--- config.mk ---
export PLATFORM = sky130hd
export DESIGN_NAME = sdram_rd_arbiter
export DESIGN_NICKNAME = d
export VERILOG_FILES = /design/src/rtl/sdram_rd_arbiter.sv
export SDC_FILE = /design/constraint.sdc
export NUM_CORES = 1
export LEC_CHECK = 0
export ABC_CLOCK_PERIOD_IN_PS = 2000
export CAP_MARGIN = 0
export CORE_ASPECT_RATIO = 1.25
export CORE_MARGIN = 2
export CORE_UTILIZATION = 25
export DETAILED_ROUTE_END_ITERATION = 12
export GPL_TIMING_DRIVEN = 0
export PLACE_DENSITY = 0.8
export SLEW_MARGIN = 5
export SYNTH_ARGS = -nofsm -noshare
export SYNTH_HDL_FRONTEND = slang
export SYNTH_SLANG_ARGS = --single-unit
--- constraint.sdc ---
create_clock -name sdram_clk_i -period 2 [get_ports sdram_clk_i]
set_clock_uncertainty 0.2 [all_clocks]
set_input_delay 0.2 -clock sdram_clk_i [delete_from_list [all_inputs] [get_ports sdram_clk_i]]
set_output_delay 0.2 -clock sdram_clk_i [all_outputs]
set_load 0.03 [all_outputs]
--- src/rtl/sdram_rd_arbiter.sv ---
// Two-port round-robin arbiter for the SDRAM controller read port.
// One burst of 2**RD_BL beats is outstanding at a time; the winner's handshakes are routed through.
module sdram_rd_arbiter #(
    parameter int unsigned RD_BL = 2,
    parameter int unsigned AW    = 22,
    parameter int unsigned DW    = 16
) (
    input  logic          sdram_clk_i,
    input  logic          rst_i,
    input  logic [AW-1:0] m0_addr_i,
    input  logic          m0_avalid_i,
    output logic          m0_aready_o,
    output logic [DW-1:0] m0_data_o,
    output logic          m0_valid_o,
    input  logic          m0_ready_i,
    input  logic [AW-1:0] m1_addr_i,
    input  logic          m1_avalid_i,
    output logic          m1_aready_o,
    output logic [DW-1:0] m1_data_o,
    output logic          m1_valid_o,
    input  logic          m1_ready_i,
    output logic [AW-1:0] rd_addr_o,
    output logic          rd_avalid_o,
    input  logic          rd_aready_i,
    input  logic [DW-1:0] rd_data_i,
    input  logic          rd_valid_i,
    output logic          rd_ready_o,
    output logic [1:0]    grant_o,
    output logic          busy_o,
    output logic          err_o
);

    localparam int unsigned CW = RD_BL + 1;
    localparam logic [CW-1:0] LAST_BEAT = CW'((1 << RD_BL) - 1);

    typedef enum logic [1:0] {
        IDLE = 2'd0,
        ADDR = 2'd1,
        DATA = 2'd2
    } state_e;

    state_e        state_q, state_d;
    logic [1:0]    grant_q, grant_d;
    logic          prio_q, prio_d;
    logic [CW-1:0] cnt_q, cnt_d;
    logic          err_q, err_d;
    logic          win1;
    logic          beat_c;

    assign beat_c = rd_valid_i & rd_ready_o;

    // State register
    always_ff @(posedge sdram_clk_i) begin
        if (rst_i) begin
            state_q <= IDLE;
            grant_q <= 2'b00;
            prio_q  <= 1'b0;
            cnt_q   <= '0;
            err_q   <= 1'b0;
        end else begin
            state_q <= state_d;
            grant_q <= grant_d;
            prio_q  <= prio_d;
            cnt_q   <= cnt_d;
            err_q   <= err_d;
        end
    end

    // Next-state: arbitration, burst beat counting, stray-data flag
    always_comb begin
        state_d = state_q;
        grant_d = grant_q;
        prio_d  = prio_q;
        cnt_d   = cnt_q;
        win1    = 1'b0;
        err_d   = err_q | (rd_valid_i & (state_q != DATA));
        case (state_q)
            IDLE: begin
                if (m0_avalid_i | m1_avalid_i) begin
                    win1    = (m0_avalid_i & m1_avalid_i) ? prio_q : m1_avalid_i;
                    grant_d = win1 ? 2'b10 : 2'b01;
                    state_d = ADDR;
                end
            end
            ADDR: begin
                if (rd_aready_i) begin
                    cnt_d   = '0;
                    state_d = DATA;
                end
            end
            DATA: begin
                if (beat_c) begin
                    if (cnt_q == LAST_BEAT) begin
                        state_d = IDLE;
                        grant_d = 2'b00;
                        // The port that just finished yields the next tie
                        prio_d  = grant_q[0];
                    end else begin
                        cnt_d = cnt_q + CW'(1);
                    end
                end
            end
            default: state_d = IDLE;
        endcase
    end

    // Outputs: handshakes steered by the registered grant
    always_comb begin
        rd_avalid_o = 1'b0;
        rd_ready_o  = 1'b0;
        m0_aready_o = 1'b0;
        m1_aready_o = 1'b0;
        m0_valid_o  = 1'b0;
        m1_valid_o  = 1'b0;
        rd_addr_o   = grant_q[1] ? m1_addr_i : m0_addr_i;
        m0_data_o   = rd_data_i;
        m1_data_o   = rd_data_i;
        grant_o     = grant_q;
        busy_o      = (state_q != IDLE);
        err_o       = err_q;
        case (state_q)
            ADDR: begin
                rd_avalid_o = 1'b1;
                m0_aready_o = grant_q[0] & rd_aready_i;
                m1_aready_o = grant_q[1] & rd_aready_i;
            end
            DATA: begin
                rd_ready_o = (grant_q[0] & m0_ready_i) | (grant_q[1] & m1_ready_i);
                m0_valid_o = grant_q[0] & rd_valid_i;
                m1_valid_o = grant_q[1] & rd_valid_i;
            end
            default: ;
        endcase
    end

endmodule
==> results of run 1 <==
[through the flow]
stage               cells  area, um2  hold WS (ps)
floorplan             113       1010           122
global placement      282       2230           261
detailed placement    282       2230           259
CTS                   286       2300           273
global route          286       2270           320
finish                286       2270           270
[worst min path at each step]
stage                     start    endpoint  slack [ps]  depth (start not counted)
floorplan           rd_aready_i  state_q[0]         120                          1
global placement          err_o       err_o         260                          2
detailed placement        err_o       err_o         260                          2
CTS                       err_o       err_o         270                          2
global route           cnt_q[2]    cnt_q[2]         320                          2
finish                    err_o       err_o         270                          2
[registers in the layout, indices dropped and copies added, names as in the netlist]
signal and count:
cnt_q 3, err_o 1, grant_o 2, prio_q 1, state_q 2
[final cells by class]
cell class              count  area (um2)  share of cell area [%]
flip-flops and latches      9         180                    7.95
inverters                   2        7.51                   0.331
well taps                  54        67.6                    2.98
plain buffers              37         292                    12.9
multi-input cells          65         557                    24.6
repair buffers            115        1120                    49.3
clock buffers               4        45.0                    1.99
[cells in the mapped netlist]
library cell	count	share of area, %
o41ai_1	1	0.86
buf_2	1	0.49
a22oi_2	1	1.2
nand3_1	2	0.99
or3_1	2	1.2
nand2b_1	4	2.5
nor2_1	5	1.9
o22ai_1	1	0.62
buf_4	33	24
mux2_2	22	24
and3_1	3	1.9
clkbuf_1	2	0.74
dfxtp_1	9	18
buf_6	1	1.1
mux2i_1	4	4.0
or4b_4	1	1.4
a2111oi_0	1	0.86
nor3_1	3	1.5
or2_2	1	0.62
ha_1	2	2.5
nor2b_1	1	0.62
a21oi_1	1	0.49
nand3b_1	5	3.7
and2b_1	1	0.74
nand2_1	2	0.74
o31ai_1	1	0.74
nand2b_4	1	1.4
inv_1	2	0.74
[logic make-up (layout without fill, tap and decap cells)]
kind of cell	after synthesis	after routing	share of synthesized area [%]
and+or+nand+nor	31	31	19.0
muxes	26	26	28.4
DFF	9	9	17.8
adders and majority gates	2	2	2.47
AOI/OAI and AO/OA	6	6	4.82
buffers and inverters	39	158	27.5
[what timing repair did]
action	CTS	global route
gates resized for setup	69	21
pin swaps	0	0
hold endpoints to repair	0	0
endpoints found under the setup margin	27	20
[per-layer routing]
layer / GRT usage, % / share of wire (%)
met1: 13.9 / 35
met2: 28.2 / 51
met3: 5.15 / 13
met4: 3.62 / 1.2
met5: 0 / 0
[power breakdown]
part	switching, uW	leakage (uW)	internal, uW	total [uW]
clock	68.5	0.0000228	139	207
sequential	13.0	0.0000736	189	202
combinational	269	0.000862	301	570
[tightest hold or removal path, cell delays in order, from the launching register on]
cell and delay [ps]:
dfxtp_1 320, a21oi_1 40, nor2_1 70
==> flow_metrics.env, run 1 <==
export IMPL_postRouteAntennaNets=0
export IMPL_worstSetupPathDepth=2
export IMPL_finalSetupViolCount=0
export IMPL_layout_commonest_cell="clkdlybuf4s50_1"
export IMPL_post_drt_wl_per_cell_um=12.0
export IMPL_clkSlewWorstSetupHoldPaths_ps=40
export IMPL_post_route_period_util_pct=95.8
export IMPL_static_leakage_power_uw=0.000958
export IMPL_slew_headroom_pct=63.6
export IMPL_criticalPathCategory="flip-flop to primary output"
export IMPL_tightestPinTransition_ps=542
export IMPL_totalNegativeSetupSlack_ps=0
export IMPL_tritoncts="yes"
export IMPL_path_buf_inv=1
export IMPL_r2r_start="cnt_q[0]"
export IMPL_htreeDepth=1
export IMPL_rows=25
export IMPL_fin_nets=303
export IMPL_seq_area_frac_synth_pct=17.8
export IMPL_hold_viol_final=0
export IMPL_ff2ff_path_depth=5
export IMPL_grt_max_degree=11
export IMPL_core_um2=3850
export IMPL_firstDrtPassIters=4
export IMPL_routed_wl_um=3430
export IMPL_syn_inst=113
export IMPL_postCtsSetupBuffers=0
export IMPL_io_pins=132
export IMPL_clock_fmax_mhz=522
export IMPL_final_cell_mix="88 x clkdlybuf4s50_1, 32 x buf_4, 22 x mux2_2"
export IMPL_dp_hpwl_um=3030
export IMPL_via_per_inst=4.33
export IMPL_syn_avg_cell_area_um2=8.97
export IMPL_grt_pass1_wl_um=5090
export IMPL_outcome="completed"
export IMPL_r2r_setup_slack_ps=190
export IMPL_start_util_pct=26.3
export IMPL_drt_initial_drc_count=14
export IMPL_p_total_uw=979
export IMPL_min_path_type="flip-flop to flip-flop"
export IMPL_gp_congestion=0.711
export IMPL_ir_drop_uv=256
export IMPL_fill_cells=358
export IMPL_period_needed_ps=1920
export IMPL_synth_nets=183
export IMPL_die_h_um=75.2
export IMPL_io_buffers=115
export IMPL_crit_end="busy_o"
export IMPL_setup_slack_ps=83.8
export IMPL_path_max_fanout=7
export IMPL_clkLatencyLatePin_ps=230
export IMPL_yosysUniqueCellTypes=28
export IMPL_crit_start="state_q[1]"
export IMPL_pre_cts_ws_ps=-377
export IMPL_cts_buffer_depth=2
export IMPL_critPathMaxStageDelay_ps=660
export IMPL_cp_start_kind="flip-flop"
export IMPL_cap_violations=0
export IMPL_grt_usage_pct=14.4
export IMPL_drcViolationCount=0
export IMPL_synth_seq_cells=9
export IMPL_cp_arrival_ps=1520
export IMPL_cp_cell_sequence="or2_2 -> clkdlybuf4s50_1"
export IMPL_syn_to_final_growth_pct=124
export IMPL_clock_sinks=9
export IMPL_dieArea_um2=4580
export IMPL_path_delay_family="buffers and inverters"
export IMPL_grt_ovfl_total=0
export IMPL_grt_pass1_vias=1262
export IMPL_slowest_stage="clkdlybuf4s50_1"
export IMPL_cp_required_ps=1600
export IMPL_cts_made_buffers=3
export IMPL_p_per_area_nw_per_um2=432
export IMPL_num_vias=1237
export IMPL_r2r_end="cnt_q[1]"
export IMPL_drive_gt1_share_pct=36.6
export IMPL_ys_warn_count=0
export IMPL_syn_area_um2=1010
export IMPL_antenna_found_initial=0
export IMPL_die_w_um=61.0
export IMPL_hold_buffers=0
export IMPL_end_kind="primary output"
export IMPL_rsz0062_at_grt="no"
export IMPL_root_buffer="clkbuf_8"
export IMPL_diodes=0
export IMPL_post_route_util_pct=58.9
export IMPL_drv_slew=0
Note: power is estimated with default switching activity, not from simulation.
==> run 2: changes to the inputs <==
--- a/config.mk
+++ b/config.mk
@@ -12,7 +12,9 @@
 export CORE_UTILIZATION = 25
 export DETAILED_ROUTE_END_ITERATION = 12
 export GPL_TIMING_DRIVEN = 0
+export HOLD_SLACK_MARGIN = 0.15
 export PLACE_DENSITY = 0.8
+export SKIP_CTS_REPAIR_TIMING = 1
 export SLEW_MARGIN = 5
 export SYNTH_ARGS = -nofsm -noshare
 export SYNTH_HDL_FRONTEND = slang
==> flow_metrics.env, run 2 (synthesis gave the netlist of run 1 again) <==
export IMPL_largest_reg_flops=3
export IMPL_r2r_end="cnt_q[1]"
export IMPL_drt_initial_drc_count=10
export IMPL_p_sw_uw=348
export IMPL_dp_hpwl_um=3030
export IMPL_fin_nets=303
export IMPL_p_sw_share_pct=35.1
export IMPL_postRouteAntennaNets=0
export IMPL_drcViolationCount=0
export IMPL_rows=25
export IMPL_static_leakage_power_uw=0.00122
export IMPL_gp_congestion=0.711
export IMPL_hold_viol_final=0
export IMPL_outcome="completed"
export IMPL_layout_commonest_cell="clkdlybuf4s50_1"
export IMPL_grt_pass1_vias=1249
export IMPL_num_vias=1240
export IMPL_firstDrtPassIters=4
export IMPL_drv_slew=0
export IMPL_cp_required_ps=1600
export IMPL_min_to="err_o"
export IMPL_routed_wl_um=3470
export IMPL_grt_ovfl_total=0
export IMPL_grt_usage_pct=14.5
export IMPL_post_drt_wl_per_cell_um=12.1
export IMPL_clkLatencyLatePin_ps=230
export IMPL_tightestPinTransition_ps=526
export IMPL_die_h_um=75.2
export IMPL_comb_power_share_pct=58.9
export IMPL_crit_start="grant_o[1]"
export IMPL_path_max_fanout=10
export IMPL_criticalPathCategory="flip-flop to primary output"
export IMPL_clock_sinks=9
export IMPL_holdPathStages=2
export IMPL_root_buffer="clkbuf_8"
export IMPL_antenna_found_initial=0
export IMPL_grt_pass1_wl_um=5090
export IMPL_die_w_um=61.0
export IMPL_min_from="err_o"
export IMPL_diodes=0
export IMPL_cts_buffer_depth=2
export IMPL_final_cell_area_um2=2360
export IMPL_cap_violations=0
export IMPL_grt_max_degree=11
export IMPL_tritoncts="yes"
export IMPL_totalNegativeSetupSlack_ps=0
export IMPL_r2r_start="cnt_q[0]"
export IMPL_dieArea_um2=4580
export IMPL_syn_to_final_growth_pct=133
export IMPL_cts_made_buffers=3
export IMPL_io_pins=132
export IMPL_seq_power_share_pct=20.3
export IMPL_top_register="cnt_q"
export IMPL_period_needed_ps=1930
export IMPL_io_buffers=115
export IMPL_slew_headroom_pct=64.7
export IMPL_cp_arrival_ps=1530
export IMPL_min_path_type="flip-flop to flip-flop"
export IMPL_htreeDepth=1
export IMPL_clock_fmax_mhz=518
export IMPL_p_per_area_nw_per_um2=420
export IMPL_start_util_pct=26.3
export IMPL_ir_drop_uv=259
export IMPL_r2r_setup_slack_ps=190
export IMPL_post_route_period_util_pct=96.5
export IMPL_clkPwrFrac_pct=20.8
export IMPL_drive_gt1_share_pct=28.4
export IMPL_core_um2=3850
export IMPL_placed_area_um2=2230
export IMPL_finalSetupViolCount=0
export IMPL_ff2ff_path_depth=5
export IMPL_clkSlewWorstSetupHoldPaths_ps=40
export IMPL_p_int_uw=643
export IMPL_via_per_inst=4.34
export IMPL_final_cell_mix="88 x clkdlybuf4s50_1, 34 x buf_4, 27 x dlymetal6s2s_1"
export IMPL_cp_start_kind="flip-flop"
export IMPL_end_kind="primary output"
run 2: cell count changes in the layout (fill, tap and decap cells not counted):
| cell | delta |
|---|---|
| buf_4 | +2 |
| clkdlybuf4s15_1 | -2 |
| dlymetal6s2s_1 | +27 |
| dlygate4sd2_1 | -6 |
| clkbuf_8 | -1 |
| clkdlybuf4s15_2 | -11 |
| buf_2 | -8 |
| buf_6 | -1 |
run 2: area by class of cell:
class                      instances  area, um2
fill                             342       1490
timing repair buffer             115       1220
multi-input combinational         65        557
tap                               54       67.6
buffer                            37        282
inverter                           2       7.51
sequential                         9        180
clock buffer                       4       45.0
run 2: metrics by stage:
step           setup slack, ps  instances  utilization, %  hold WS (ps)  power (uW)
2_1_floorplan              131        113               -           122         521
3_3_place_gp              -412        282            58.0           261         795
3_5_place_dp              -377        282            58.0           259         797
4_1_cts                   -638        286            59.2           273        1010
5_1_grt                  -5.51        286            61.3           320        1040
6_report                  70.6        286            61.3           270         991
run 2: power by group through the flow:
stage          Sequential, uW  Combinational, uW  Clock (uW)
2_1_floorplan             212                309           0
3_3_place_gp              204                591           0
3_5_place_dp              204                593           0
4_1_cts                   201                596         212
5_1_grt                   203                616         218
6_report                  202                584         206
run 2: worst max path at each step:
stage / endpoint / slack (ps) / cells after the start
floorplan: rd_addr_o[0] / 130 / 3
global placement: rd_addr_o[4] / -410 / 4
detailed placement: rd_addr_o[4] / -380 / 4
CTS: rd_addr_o[4] / -640 / 4
global route: rd_addr_o[12] / -6 / 4
finish: rd_addr_o[12] / 70 / 4
run 2: per-layer routing:
metal / part of all wire, % / up-vias / GRT usage [%]
li1: - / 603 / -
met1: 34 / 547 / 14.5
met2: 53 / 86 / 27.8
met3: 13 / 4 / 4.98
met4: 1.2 / 0 / 3.62
met5: 0 / - / 0
run 2: critical path, stage by stage (launching register included):
cell and delay [ps]:
dfxtp_1 330, buf_4 170, buf_4 200, mux2_2 350
dlymetal6s2s_1 250
